### src/rtl/vending_buyer_if.sv
// Purchase-request handshake plus the coin/choose/can_choice bus toward the vending machine.
// master = the buyer; slave = host and machine side.
interface vending_buyer_if;
    logic       req_valid;
    logic [1:0] req_can;
    logic       req_ready;
    logic [1:0] coin_out;
    logic       choose;
    logic [1:0] can_choice;
    logic [1:0] can_out;
    logic       eject_out;
    logic       done;
    logic [1:0] done_status;

    modport master (
        input  req_valid, req_can, can_out, eject_out,
        output req_ready, coin_out, choose, can_choice, done, done_status
    );

    modport slave (
        output req_valid, req_can, can_out, eject_out,
        input  req_ready, coin_out, choose, can_choice, done, done_status
    );
endinterface

### src/rtl/vending_buyer.sv
// Customer-side initiator: pays for one can with coin pulses, selects it,
// waits for the machine's answer and reports the outcome on a done strobe.
module vending_buyer #(
    parameter int GAP_CYCLES    = 1,
    parameter int SETTLE_CYCLES = 2,
    parameter int TIMEOUT       = 15,
    parameter int USE_DIME      = 1
) (
    input  logic             clk,
    input  logic             async_reset_n,
    vending_buyer_if.master  bus
);
    typedef enum logic [2:0] {
        IDLE, COIN, GAP, SETTLE, CHOOSE, SELECT, DONE
    } state_t;

    localparam logic [1:0] ST_VENDED  = 2'b00;
    localparam logic [1:0] ST_EJECTED = 2'b01;
    localparam logic [1:0] ST_TIMEOUT = 2'b10;
    localparam logic [1:0] ST_INVALID = 2'b11;

    localparam logic [3:0] GAP_LAST    = 4'(GAP_CYCLES - 1);
    localparam logic [3:0] SETTLE_LAST = 4'(SETTLE_CYCLES - 1);
    localparam logic [3:0] TO_LAST     = 4'(TIMEOUT - 1);
    localparam bit         DIME_EN     = (USE_DIME != 0);

    state_t     state_reg;
    logic [3:0] cnt_reg;
    logic [1:0] nickels_reg;
    logic [1:0] can_reg;
    logic       req_ready_reg;
    logic [1:0] coin_reg;
    logic       choose_reg;
    logic [1:0] can_choice_reg;
    logic       done_reg;
    logic [1:0] status_reg;
    logic       aborting;

    // A dime is only taken when at least two nickels remain, so the count never wraps.
    function automatic logic [1:0] coin_for(input logic [1:0] n);
        return (DIME_EN && n >= 2'd2) ? 2'b10 : 2'b01;
    endfunction

    function automatic logic [1:0] left_after(input logic [1:0] n);
        return (DIME_EN && n >= 2'd2) ? n - 2'd2 : n - 2'd1;
    endfunction

    assign aborting = bus.eject_out && (state_reg inside {COIN, GAP, SETTLE, CHOOSE});

    // Outputs are registered from the next state so they line up with the state they describe.
    always_ff @(posedge clk or negedge async_reset_n) begin
        if (!async_reset_n) begin
            state_reg      <= IDLE;
            cnt_reg        <= '0;
            nickels_reg    <= '0;
            can_reg        <= '0;
            req_ready_reg  <= 1'b1;
            coin_reg       <= 2'b00;
            choose_reg     <= 1'b0;
            can_choice_reg <= 2'b00;
            done_reg       <= 1'b0;
            status_reg     <= 2'b00;
        end else begin
            done_reg   <= 1'b0;
            coin_reg   <= 2'b00;
            choose_reg <= 1'b0;
            if (aborting) begin
                state_reg  <= DONE;
                done_reg   <= 1'b1;
                status_reg <= ST_EJECTED;
            end else begin
                case (state_reg)
                    IDLE: begin
                        if (bus.req_valid) begin
                            req_ready_reg <= 1'b0;
                            can_reg       <= bus.req_can;
                            if (bus.req_can == 2'd0) begin
                                nickels_reg <= 2'd0;
                                state_reg   <= DONE;
                                done_reg    <= 1'b1;
                                status_reg  <= ST_INVALID;
                            end else begin
                                state_reg   <= COIN;
                                coin_reg    <= coin_for(bus.req_can);
                                nickels_reg <= left_after(bus.req_can);
                            end
                        end
                    end
                    COIN: begin
                        state_reg <= GAP;
                        cnt_reg   <= '0;
                    end
                    GAP: begin
                        if (cnt_reg == GAP_LAST) begin
                            cnt_reg <= '0;
                            if (nickels_reg != 2'd0) begin
                                state_reg   <= COIN;
                                coin_reg    <= coin_for(nickels_reg);
                                nickels_reg <= left_after(nickels_reg);
                            end else begin
                                state_reg <= SETTLE;
                            end
                        end else begin
                            cnt_reg <= cnt_reg + 4'd1;
                        end
                    end
                    SETTLE: begin
                        if (cnt_reg == SETTLE_LAST) begin
                            state_reg  <= CHOOSE;
                            choose_reg <= 1'b1;
                        end else begin
                            cnt_reg <= cnt_reg + 4'd1;
                        end
                    end
                    CHOOSE: begin
                        state_reg      <= SELECT;
                        can_choice_reg <= can_reg;
                        cnt_reg        <= '0;
                    end
                    SELECT: begin
                        // A wrong can id without eject is treated as silence.
                        if (bus.can_out == can_reg) begin
                            state_reg      <= DONE;
                            done_reg       <= 1'b1;
                            status_reg     <= ST_VENDED;
                            can_choice_reg <= 2'b00;
                        end else if (bus.eject_out) begin
                            state_reg      <= DONE;
                            done_reg       <= 1'b1;
                            status_reg     <= ST_EJECTED;
                            can_choice_reg <= 2'b00;
                        end else if (cnt_reg == TO_LAST) begin
                            state_reg      <= DONE;
                            done_reg       <= 1'b1;
                            status_reg     <= ST_TIMEOUT;
                            can_choice_reg <= 2'b00;
                        end else begin
                            cnt_reg <= cnt_reg + 4'd1;
                        end
                    end
                    DONE: begin
                        state_reg     <= IDLE;
                        req_ready_reg <= 1'b1;
                    end
                    default: begin
                        state_reg     <= IDLE;
                        req_ready_reg <= 1'b1;
                    end
                endcase
            end
        end
    end

    assign bus.req_ready   = req_ready_reg;
    assign bus.coin_out    = coin_reg;
    assign bus.choose      = choose_reg;
    assign bus.can_choice  = can_choice_reg;
    assign bus.done        = done_reg;
    assign bus.done_status = status_reg;
endmodule
### src/flat_wrapper.sv
// flat-port wrapper written by rule: the top's interface ports become plain ports
module vending_buyer_flat 
#(
    parameter int GAP_CYCLES    = 1,
    parameter int SETTLE_CYCLES = 2,
    parameter int TIMEOUT       = 15,
    parameter int USE_DIME      = 1
)
  (clk, async_reset_n, bus_req_valid, bus_req_can, bus_can_out, bus_eject_out, bus_req_ready, bus_coin_out, bus_choose, bus_can_choice, bus_done, bus_done_status);
  vending_buyer_if bus_i ();
  input  logic clk;
  input  logic async_reset_n;
  input wire logic [$bits(bus_i.req_valid)-1:0] bus_req_valid;
  input wire logic [$bits(bus_i.req_can)-1:0] bus_req_can;
  input wire logic [$bits(bus_i.can_out)-1:0] bus_can_out;
  input wire logic [$bits(bus_i.eject_out)-1:0] bus_eject_out;
  output wire logic [$bits(bus_i.req_ready)-1:0] bus_req_ready;
  output wire logic [$bits(bus_i.coin_out)-1:0] bus_coin_out;
  output wire logic [$bits(bus_i.choose)-1:0] bus_choose;
  output wire logic [$bits(bus_i.can_choice)-1:0] bus_can_choice;
  output wire logic [$bits(bus_i.done)-1:0] bus_done;
  output wire logic [$bits(bus_i.done_status)-1:0] bus_done_status;
  assign bus_i.req_valid = bus_req_valid;
  assign bus_i.req_can = bus_req_can;
  assign bus_i.can_out = bus_can_out;
  assign bus_i.eject_out = bus_eject_out;
  assign bus_req_ready = bus_i.req_ready;
  assign bus_coin_out = bus_i.coin_out;
  assign bus_choose = bus_i.choose;
  assign bus_can_choice = bus_i.can_choice;
  assign bus_done = bus_i.done;
  assign bus_done_status = bus_i.done_status;
  vending_buyer #(.GAP_CYCLES(GAP_CYCLES), .SETTLE_CYCLES(SETTLE_CYCLES), .TIMEOUT(TIMEOUT), .USE_DIME(USE_DIME)) u_core (.clk(clk), .async_reset_n(async_reset_n), .bus(bus_i));
endmodule
### config.mk
export PLATFORM = sky130hd
export DESIGN_NAME = vending_buyer_flat
export DESIGN_NICKNAME = d
export VERILOG_FILES = /design/src/rtl/vending_buyer_if.sv /design/src/rtl/vending_buyer.sv /design/src/flat_wrapper.sv
export SDC_FILE = /design/constraint.sdc
export NUM_CORES = 1
export LEC_CHECK = 0
export ABC_AREA = 1
export BUFFER_PORTS_ARGS = -buffer_cell sky130_fd_sc_hd__buf_2
export CAP_MARGIN = 10
export CORE_MARGIN = 4
export CORE_UTILIZATION = 50
export DETAILED_ROUTE_END_ITERATION = 7
export GPL_TIMING_DRIVEN = 0
export PLACE_DENSITY = 0.71
export SKIP_LAST_GASP = 1
export SLEW_MARGIN = 0
export SYNTH_ARGS = -nofsm -noshare
export SYNTH_HDL_FRONTEND = slang
export SYNTH_SLANG_ARGS = --single-unit
### constraint.sdc
create_clock -name clk -period 4.3 [get_ports clk]
set_input_delay 0.215 -clock clk [delete_from_list [all_inputs] [get_ports clk]]
set_output_delay 0.215 -clock clk [all_outputs]
set_load 0.1 [all_outputs]
==> impl_metrics.csv <==
group,metric,value,unit
worst_setup_path,cp.arrival,1810,ps
routing,vias,1225,
global_route,grt_max_degree,21,
cts,clk_pin_slew_worst_paths,120,ps
timing,period_share,0.371,
synthesis,ys_types,25,
worst_setup_path,crit_type,"register to register",
routing,drc,0,
power,total_power,1240,uW
synthesis,ys.warnings.count,0,
worst_setup_path,end_kind,"register",
placed_design,io_buffers,16,
floorplanning,die-width,59.4,microns
timing,fin_crit,1590,ps
cts,cts_buffers,3,
power,power.density,824,mW/mm^2
final_layout,n_fill_cell,239,
cts,cts.sinks,20,
final_layout,nets,224,
power,ir_drop,0.000588,V
final_layout,design_area,0.00150,sq mm
worst_setup_path,r2r-start,"u_core.cnt_reg[0]",
synthesis,synthArstFlopShare,1.00,
placed_design,hpwl,2.22,mm
floorplanning,initial_core_util,0.529,
synthesis,ys_top_cells_by_count,"nand2_1, inv_1, nand3_1",
worst_setup_path,r2r_slack,2710,ps
global_route,track_usage,0.176,
timing,slew_headroom,0.678,
synthesis,netlist_area,0.00132,sq mm
timing,finClkSkew,5.88,ps
synthesis,synth_area_leaders,"dfrtp_1, nand2_1, nand3_1, inv_1, ha_1",
synthesis,synth_top_area_cell,"dfrtp_1",
synthesis,syn_nets,202,
cts,cts_tree,"built",
final_layout,syn_to_final_growth,13.6,%
worst_setup_path,crit_path_start_kind,"register",
timing,rsz0062_at_grt,"no",
cts,clock_latency,310,ps
routing,vias_per_cell,5.15,
outcome,status,"finished clean",
routing,drt-initial-drc-count,48,
placed_design,dpl_cell_area,0.00144,sq mm
synthesis,syn_area_per_cell,7.07,sq um
global_route,grt_pass1_wl,4.79,mm
floorplanning,die_area,0.00353,sq mm
timing,drv_slew,0,
global_route,grt.overflow.total,0,
cts,cts_root_buf,"clkbuf_4",
cts,cts.repair.resized,0,
global_route,grt_pass1_vias,1132,
worst_setup_path,crit_required,4510,ps
final_layout,diodes,0,
final_layout,largest_register_ffs,4,
routing,wirelength,2.79,mm
worst_setup_path,r2r_end,"u_core.bus.done_status[0]",
synthesis,synth_top_area_share,0.360,
cts,hold_buffers,1,
routing,wl_per_cell,11.7,microns
global_route,antenna_found_initial,0,
floorplanning,coreArea,0.00250,sq mm
timing,setup_viol,0,
routing,antenna_left,0,
synthesis,ys_ff_latch,20,
worst_setup_path,reg2regPathDepth,10,
timing,max_slew.worst_pin.slew,487,ps
worst_hold_path,hold_class,"input port to register",
floorplanning,die_y,59.4,microns
timing,hold_viol_final,0,
placed_design,routabilityCongestion,0.888,
job,cap_violations,0,
final_layout,layout-drive-gt1-share,0.149,
synthesis,synth-edff-count,0,
timing,max_freq,627,MHz
power,leakage,0.000871,uW
worst_setup_path,critPathMaxFanout,8,
routing,drtPass1Iterations,4,
synthesis,synth_cells,187,
timing,tns,0,ps
cts,cts_setup_buffers,0,
synthesis,synth-seq-area-share,0.380,
synthesis,ys.flop_type,"dfrtp_1",
floorplanning,rows,18,
worst_setup_path,crit_end,"u_core.bus.done_status[0]",
synthesis,synth.most_common_cell,"nand2_1",
worst_setup_path,startpoint,"u_core.cnt_reg[0]",
floorplanning,ios,17,
cts,cts-htree-levels,1,
cts,cts_max_path_buffers,2,
[worst max-delay path: stages (launching register included)]
cell	delay, ps
dfrtp_1	450
inv_1	90
ha_1	200
nand3_1	80
nand2_1	50
inv_1	60
nand2_1	50
nand2_1	250
nand2_1	150
nand2_1	80
nand2_1	50
[metrics by stage]
step / hold slack (ps) / std cells / setup slack [ps] / util
3_3_place_gp: 181 / 233 / 2770 / 0.576
4_1_cts: 205 / 238 / 2700 / 0.601
5_1_grt: 227 / 238 / 2550 / 0.601
6_report: 206 / 238 / 2710 / 0.601
3_5_place_dp: 184 / 233 / 2730 / 0.576
2_1_floorplan: -80.6 / 187 / 2900 / -
[routing by layer]
metal  wire, microns  vias up  global-route usage
li1                -      629                   -
met3             145        5              0.0305
met4              29        0              0.0550
met1            1280      563               0.224
met2            1330       28               0.300
met5               0        -                   0
[worst min path at each step]
| stage | from | end | slack, ps | cells past startpoint |
|---|---|---|---|---|
| 5_1_grt | bus_req_can[1] | u_core.bus.coin_out[0] | 230 | 4 |
| 6_report | bus_req_can[1] | u_core.bus.coin_out[0] | 210 | 4 |
| 3_3_place_gp | async_reset_n | u_core.bus.coin_out[1] | 180 | 1 |
| 2_1_floorplan | async_reset_n | u_core.bus.can_choice[0] | -80 | 0 |
| 4_1_cts | bus_req_can[1] | u_core.bus.coin_out[0] | 200 | 4 |
| 3_5_place_dp | async_reset_n | u_core.bus.coin_out[0] | 180 | 1 |
[cells in the final DEF (no fill, tap or decap), types with 2 or more instances in the layout]
cell       n
a21oi_1    5
a31oi_1    2
buf_2     17
clkbuf_4   3
dfrtp_1   19
ha_1       7
inv_1     25
inv_2      3
nand2_1   65
nand3_1   22
nand4_1    3
nor2_1    16
o21ai_0    4
o21bai_1   3
[cells by family (layout without fill, tap and decap cells)]
family                     after synthesis  count (layout)  share of synthesized area
adders and majority gates                7               7                     0.0663
AOI/OAI and AO/OA                       16              16                     0.0701
and+or+nand+nor                        113             113                      0.387
xor gates and xnor gates                 2               2                     0.0133
DFF                                     20              20                      0.380
buffers and inverters                   29              50                     0.0833
[layout make-up]
cell class	instances	area [sq um]	area share
plain buffers	1	5.00	0.00333
clock inverters	1	30.0	0.0200
inverters	28	105	0.0700
flip-flops and latches	20	502	0.334
repair buffers	17	90.1	0.0600
multi-input cells	138	709	0.472
clock buffers	3	22.5	0.0150
well taps	30	37.5	0.0250
[power breakdown]
part           leakage, uW  total [uW]  internal [uW]  switching, uW
registers         0.000255         315            257           57.7
clock network    0.0000279         156           94.2           62.0
logic             0.000588         766            192            574
total             0.000871        1240            543            694
No activity file was read; power rests on OpenSTA's default activity.
